**src/rtl/psg_pkg.sv**
```systemverilog
// Shared constants and types for the PSG bus sequencer: bus phase encodings,
// register indices and the sequencer state enum.
package psg_pkg;

    // Bus phases as {bdir, bc1}; bc2 is tied high at the PSG.
    localparam logic [1:0] BUS_IDLE = 2'b00;
    localparam logic [1:0] BUS_RD   = 2'b01;
    localparam logic [1:0] BUS_WR   = 2'b10;
    localparam logic [1:0] BUS_ADDR = 2'b11;

    localparam logic [3:0] ADDRMASK_DEFAULT = 4'b0000;

    localparam logic [3:0] R_MIXER     = 4'd7;
    localparam logic [3:0] R_ENV_SHAPE = 4'd13;

    typedef enum logic [2:0] {
        IDLE,
        ADDR,
        GAP,
        DATA,
        END
    } state_t;

    function automatic logic [1:0] data_phase(input logic we);
        return we ? BUS_WR : BUS_RD;
    endfunction

endpackage

```
**src/rtl/psg_rr_arb.sv**
```systemverilog
// Two-way request arbiter: one-hot grant, optional alternation between ports
// when both are requesting. The pointer only moves on an accepted request.
module psg_rr_arb
#(
    parameter bit ROUND_ROBIN = 1'b1
) (
    input  logic       clock,
    input  logic       reset,
    input  logic [1:0] i_valid,
    input  logic       i_accept,
    output logic [1:0] o_grant
);

    logic r_last;   // port granted on the most recent accept

    // NOTE: o_grant gets a default before any branch so no latch is inferred.
    always_comb begin
        o_grant = 2'b00;
        if (i_valid == 2'b11) begin
            o_grant = (ROUND_ROBIN && !r_last) ? 2'b10 : 2'b01;
        end else begin
            o_grant = i_valid;
        end
    end

    always_ff @(posedge clock) begin
        if (reset) begin
            r_last <= 1'b1;
        end else if (i_accept) begin
            r_last <= o_grant[1];
        end
    end

endmodule

```
**src/rtl/psg_bus_arb.sv**
```systemverilog
// Arbitrates two register-access ports onto the AY-3-891x bus and sequences
// each request as ADDR / GAP / DATA / END phases paced by the PSG clock enable.
module psg_bus_arb
    import psg_pkg::*;
#(
    parameter logic [3:0] ADDRMASK    = ADDRMASK_DEFAULT,
    parameter bit         ROUND_ROBIN = 1'b1,
    parameter bit         ADDR_CACHE  = 1'b1
) (
    input  logic       clock,
    input  logic       reset,
    input  logic       ce,
    input  logic       r0_valid,
    output logic       r0_ready,
    input  logic       r0_we,
    input  logic [3:0] r0_addr,
    input  logic [7:0] r0_wdata,
    output logic       r0_rvalid,
    output logic [7:0] r0_rdata,
    input  logic       r1_valid,
    output logic       r1_ready,
    input  logic       r1_we,
    input  logic [3:0] r1_addr,
    input  logic [7:0] r1_wdata,
    output logic       r1_rvalid,
    output logic [7:0] r1_rdata,
    output logic       psg_bdir,
    output logic       psg_bc1,
    output logic [7:0] psg_d,
    input  logic [7:0] psg_q,
    output logic       busy
);

    state_t     r_state;
    logic       r_we;
    logic [3:0] r_addr;
    logic [7:0] r_wdata;
    logic       r_port;
    logic       r_cache_valid;
    logic [3:0] r_cache_addr;
    logic [1:0] r_bus;
    logic [7:0] r_d;
    logic [1:0] r_rvalid;
    logic [7:0] r_rdata0;
    logic [7:0] r_rdata1;

    logic [1:0] w_grant;
    logic [1:0] w_ready;
    logic       w_xfer;
    logic       w_port;
    logic       w_we;
    logic [3:0] w_addr;
    logic [7:0] w_wdata;
    logic       w_hit;

    psg_rr_arb #(
        .ROUND_ROBIN (ROUND_ROBIN)
    ) u_arb (
        .clock    (clock),
        .reset    (reset),
        .i_valid  ({r1_valid, r0_valid}),
        .i_accept (w_xfer),
        .o_grant  (w_grant)
    );

    // Requests are only taken in IDLE; anything arriving mid-sequence waits.
    assign w_ready = (r_state == IDLE) ? w_grant : 2'b00;
    assign w_xfer  = |(w_ready & {r1_valid, r0_valid});
    assign w_port  = w_grant[1];
    assign w_we    = w_port ? r1_we    : r0_we;
    assign w_addr  = w_port ? r1_addr  : r0_addr;
    assign w_wdata = w_port ? r1_wdata : r0_wdata;
    assign w_hit   = ADDR_CACHE && r_cache_valid && (r_cache_addr == w_addr);

    // NOTE: all state below uses non-blocking assignments so every register
    // sees pre-edge values, independent of statement order.
    always_ff @(posedge clock) begin
        if (reset) begin
            r_state       <= IDLE;
            r_we          <= 1'b0;
            r_addr        <= 4'h0;
            r_wdata       <= 8'h00;
            r_port        <= 1'b0;
            r_cache_valid <= 1'b0;
            r_cache_addr  <= 4'h0;
            r_bus         <= BUS_IDLE;
            r_d           <= 8'h00;
            r_rvalid      <= 2'b00;
            r_rdata0      <= 8'h00;
            r_rdata1      <= 8'h00;
        end else begin
            r_rvalid <= 2'b00;
            case (r_state)
                IDLE: begin
                    if (w_xfer) begin
                        r_we    <= w_we;
                        r_addr  <= w_addr;
                        r_wdata <= w_wdata;
                        r_port  <= w_port;
                        if (w_hit) begin
                            r_state <= DATA;
                            r_bus   <= data_phase(w_we);
                            r_d     <= w_we ? w_wdata : 8'h00;
                        end else begin
                            r_state <= ADDR;
                            r_bus   <= BUS_ADDR;
                            r_d     <= {ADDRMASK, w_addr};
                        end
                    end
                end
                ADDR: begin
                    if (ce) begin
                        r_state       <= GAP;
                        r_bus         <= BUS_IDLE;
                        r_d           <= 8'h00;
                        r_cache_addr  <= r_addr;
                        r_cache_valid <= 1'b1;
                    end
                end
                GAP: begin
                    if (ce) begin
                        r_state <= DATA;
                        r_bus   <= data_phase(r_we);
                        r_d     <= r_we ? r_wdata : 8'h00;
                    end
                end
                DATA: begin
                    if (ce) begin
                        r_state <= END;
                        r_bus   <= BUS_IDLE;
                        r_d     <= 8'h00;
                        if (!r_we) begin
                            r_rvalid[r_port] <= 1'b1;
                            if (r_port) r_rdata1 <= psg_q;
                            else        r_rdata0 <= psg_q;
                        end
                    end
                end
                END: begin
                    if (ce) r_state <= IDLE;
                end
                default: r_state <= IDLE;
            endcase
        end
    end

    assign r0_ready  = w_ready[0];
    assign r1_ready  = w_ready[1];
    assign r0_rvalid = r_rvalid[0];
    assign r1_rvalid = r_rvalid[1];
    assign r0_rdata  = r_rdata0;
    assign r1_rdata  = r_rdata1;
    assign psg_bdir  = r_bus[1];
    assign psg_bc1   = r_bus[0];
    assign psg_d     = r_d;
    assign busy      = (r_state != IDLE);

endmodule

```
**config.mk**
```make
export PLATFORM = sky130hd
export DESIGN_NAME = psg_bus_arb
export DESIGN_NICKNAME = d
export VERILOG_FILES = /design/src/rtl/psg_pkg.sv /design/src/rtl/psg_rr_arb.sv /design/src/rtl/psg_bus_arb.sv
export SDC_FILE = /design/constraint.sdc
export NUM_CORES = 1
export LEC_CHECK = 0
export ABC_AREA = 1
export CAP_MARGIN = 15
export CORE_UTILIZATION = 50
export DETAILED_ROUTE_END_ITERATION = 8
export DONT_BUFFER_PORTS = 1
export PLACE_DENSITY = 0.78
export REMOVE_ABC_BUFFERS = 1
export SYNTH_ARGS = -nofsm -noshare
export SYNTH_HDL_FRONTEND = slang
export SYNTH_SLANG_ARGS = --single-unit
```
**constraint.sdc**
```tcl
create_clock -name clock -period 1.4 [get_ports clock]
set_input_delay 0.21 -clock clock [delete_from_list [all_inputs] [get_ports clock]]
set_output_delay 0.21 -clock clock [all_outputs]
set_load 0.1 [all_outputs]
```
==> flow_metrics.tcl <==
set metrics [dict create \
    design_area_final_um2 3480 \
    vias_in_the_first_global_route 2365 \
    max_clock_freq_mhz 605 \
    finalPower_mw 8.51 \
    cp_slowest_cell "dfxtp_2" \
    layout-drive-gt1-share 0.398 \
    die-area_um2 5020 \
    detail_route.wirelength_um 7900 \
    worst_skew_pair.late_latency_ns 0.31 \
    antenna_left 0 \
    start_util 0.534 \
    fillCellCount 283 \
    synth_top_cell_area_share 0.430 \
    cts_buffers 5 \
    seq_area_frac_synth 0.430 \
    syn-mean-instance-area_um2 7.34 \
    h-tree-depth 2 \
    design.core.area_um2 4440 \
    vias_per_cell 5.81 \
    pwr_density_nw_per_um2 2440 \
    synth_area_um2 2370 \
    worst-path-stages 11 \
    ff2ff_path_depth 11 \
    timing.hold.worst.class "in2reg" \
    area_post_placement_um2 2890 \
    path_delay_family "simple AND/OR/NAND/NOR gates" \
    path_class "reg2reg" \
    synth.distinct_cells 25 \
    largest_net_degree_at_the_start_of_global_routing 28 \
    worstMarginPinSlew_ns 0.382 \
    vdd_ir_drop_max_mv 1.46 \
    final_non_filler_cell_total 454 \
    vias_post_dr 2637 \
    drt_first_iter_violations 251 \
    drt_drc_violations_left 10 \
    worstPathBufferInverterCount 3 \
    critical-path-max-stage-delay_ns 0.37 \
    globalRouteTotalUtil 0.278 \
    detail_route.first_pass.iterations 7 \
    synth_warnings 0 \
    globalRouteOverflowTotal 0 \
    finalCritPeriodShare 1.18 \
    rsz0062_at_grt "yes" \
    diodes 0 \
    p_leak_nw 1.53 \
    critical_path.startpoint_type "register" \
    setup_viol 28 \
    gp_routability_congestion 0.938 \
    die-height_um 70.9 \
    tritoncts "done" \
    antenna_found_initial 0 \
    fp.dieW_um 70.9 \
    io_pins 70 \
    ys_seq_elements 51 \
    clock-root-buffer "clkbuf_8" \
    max-clock-path-buffers 2 \
    placed_cells 431 \
    grt_first_pass_wirelength_um 11000 \
    final.setup_skew_ns 0.00664 \
    final_net_count 440 \
    timing.final.max_slew_violations 0 \
    fin_hold_ws_ns 0.0335 \
    dpl_worst_slack_ns -0.155 \
    timing.critical_path.fanout_max 8 \
    rows 24 \
    multiInputGateArea_um2 1400 \
    holdPathStages 2 \
    failed_checks "design-rule violations, negative setup slack" \
    finalHoldViolCount 0 \
    netlist.top_cell.by_area "dfxtp_1" \
    area_delta_synth_final_pct 46.7 \
    clkSinkCount 51 \
    post_drt_wl_per_cell_um 17.4 \
    setup.worst_path.end_class "register" \
    post-route-min-period_ns 1.65 \
    synthCells 323 \
    seqCellArea_um2 1030 \
    cts.clk_slew.worst_paths_ns 0.09 \
    yosys-top-cells-area "dfxtp_1 (43%), nand2_1 (7.8%), nor2_1 (7.8%)" \
    detailedPlacementHpwl_um 4440 \
    critical_path_arrival_ns 1.86 \
    worst_ep_required_time_ns 1.61 \
    cap_viol_max_count 0 \
    run_status "finished, violations left" \
    port_buffers 0 \
    finalWorstSetupSlack_ns -0.252 \
    path_cells "nand2_4 -> nand2_8 -> buf_4 -> nor2_4 -> nor2_4 -> nand3_4 -> nand2_4 -> inv_4 -> buf_4 -> o21ai_1 -> a21oi_2" \
    slew_headroom 0.742 \
]
==> stage by stage <==
step / util / setup TNS, ns
finish: 0.783 / -4.06
global route: 0.783 / -6.70
CTS: 0.718 / -1.54
detailed placement: 0.651 / -1.64
global placement: 0.651 / -0.421
floorplan: - / -22.82
==> synthesized netlist by cell type <==
cell      count
nand3_4       1
nand3_1      21
a21oi_1      27
inv_1        17
nor2_4        7
nand3_2       4
buf_6         4
inv_2         8
nor3_2        1
nand3b_1      1
nor2_1       49
dfxtp_1      51
nand2_1      49
a31oi_1      11
nand2_2       8
o21ai_2       2
buf_2         3
clkbuf_1      5
nand2_4       1
o21ai_1      26
clkinv_1      1
nor3_1        1
a21oi_2       1
nand4_1       1
o21ai_0      23
==> report_power, final <==
group | switching, mW | internal, mW | total [mW] | leakage (nW)
logic | 3.41 | 1.92 | 5.34 | 1.05
clock network | 0.496 | 0.579 | 1.07 | 0.0612
registers | 0.268 | 1.83 | 2.10 | 0.418
==> sequential cells by signal (all words and copies together) (netlist names), 2 cells and up <==
signal / flops
r_wdata: 8
r_state: 3
psg_d: 8
r_bus: 2
r_rvalid: 2
r_addr: 4
r_cache_addr: 4
r1_rdata: 8
r0_rdata: 8
==> worst paths after layout <==
check / start / end / slack, ns
max: u_arb.r_last / psg_d[0] / -0.25
min: psg_q[0] / r0_rdata[0] / 0.03
max reg2reg: u_arb.r_last / psg_d[0] / -0.25
min reg2reg: psg_d[2] / psg_d[2] / 0.49
==> layout make-up <==
cell class	instances	area share
multi-input cells	235	0.403
repair buffers	82	0.218
well taps	52	0.0187
clock buffers	6	0.0237
clock inverters	2	0.0101
inverters	26	0.0316
flip-flops and latches	51	0.295
==> layer usage <==
metal  up-vias  GRT usage  routed length [um]
li1       1234          -                   -
met1      1203      0.320                2990
met2       155      0.476                3920
met3        45     0.0855                 600
met4         0      0.127                 398
met5         -          0                   0
==> cell families after synthesis <==
family	share of synthesized area
AO/OA/AOI/OAI	0.200
buffers and inverters	0.0744
flip-flops	0.430
AND/OR/NAND/NOR	0.295
==> repair_timing <==
item	in CTS	in global routing
pin swaps	11	32
buffers inserted	5	6
endpoints found under the hold margin	8	0
resized for setup	30	50
cloned	1	3
endpoints found under the setup margin	36	45
hold buffers	1	0
==> layout by cell type, fill, tap and decap left out, types with 10 or more instances in the layout <==
master and n:
nor2_1 48, o21ai_1 26, buf_4 65, a21oi_1 20
nand3_2 10, nand2_2 10, nand3_1 13, o21ai_0 16
a31oi_1 10, inv_1 16, nand2_1 40, dfxtp_1 48
(Power assumes the default switching activity.)
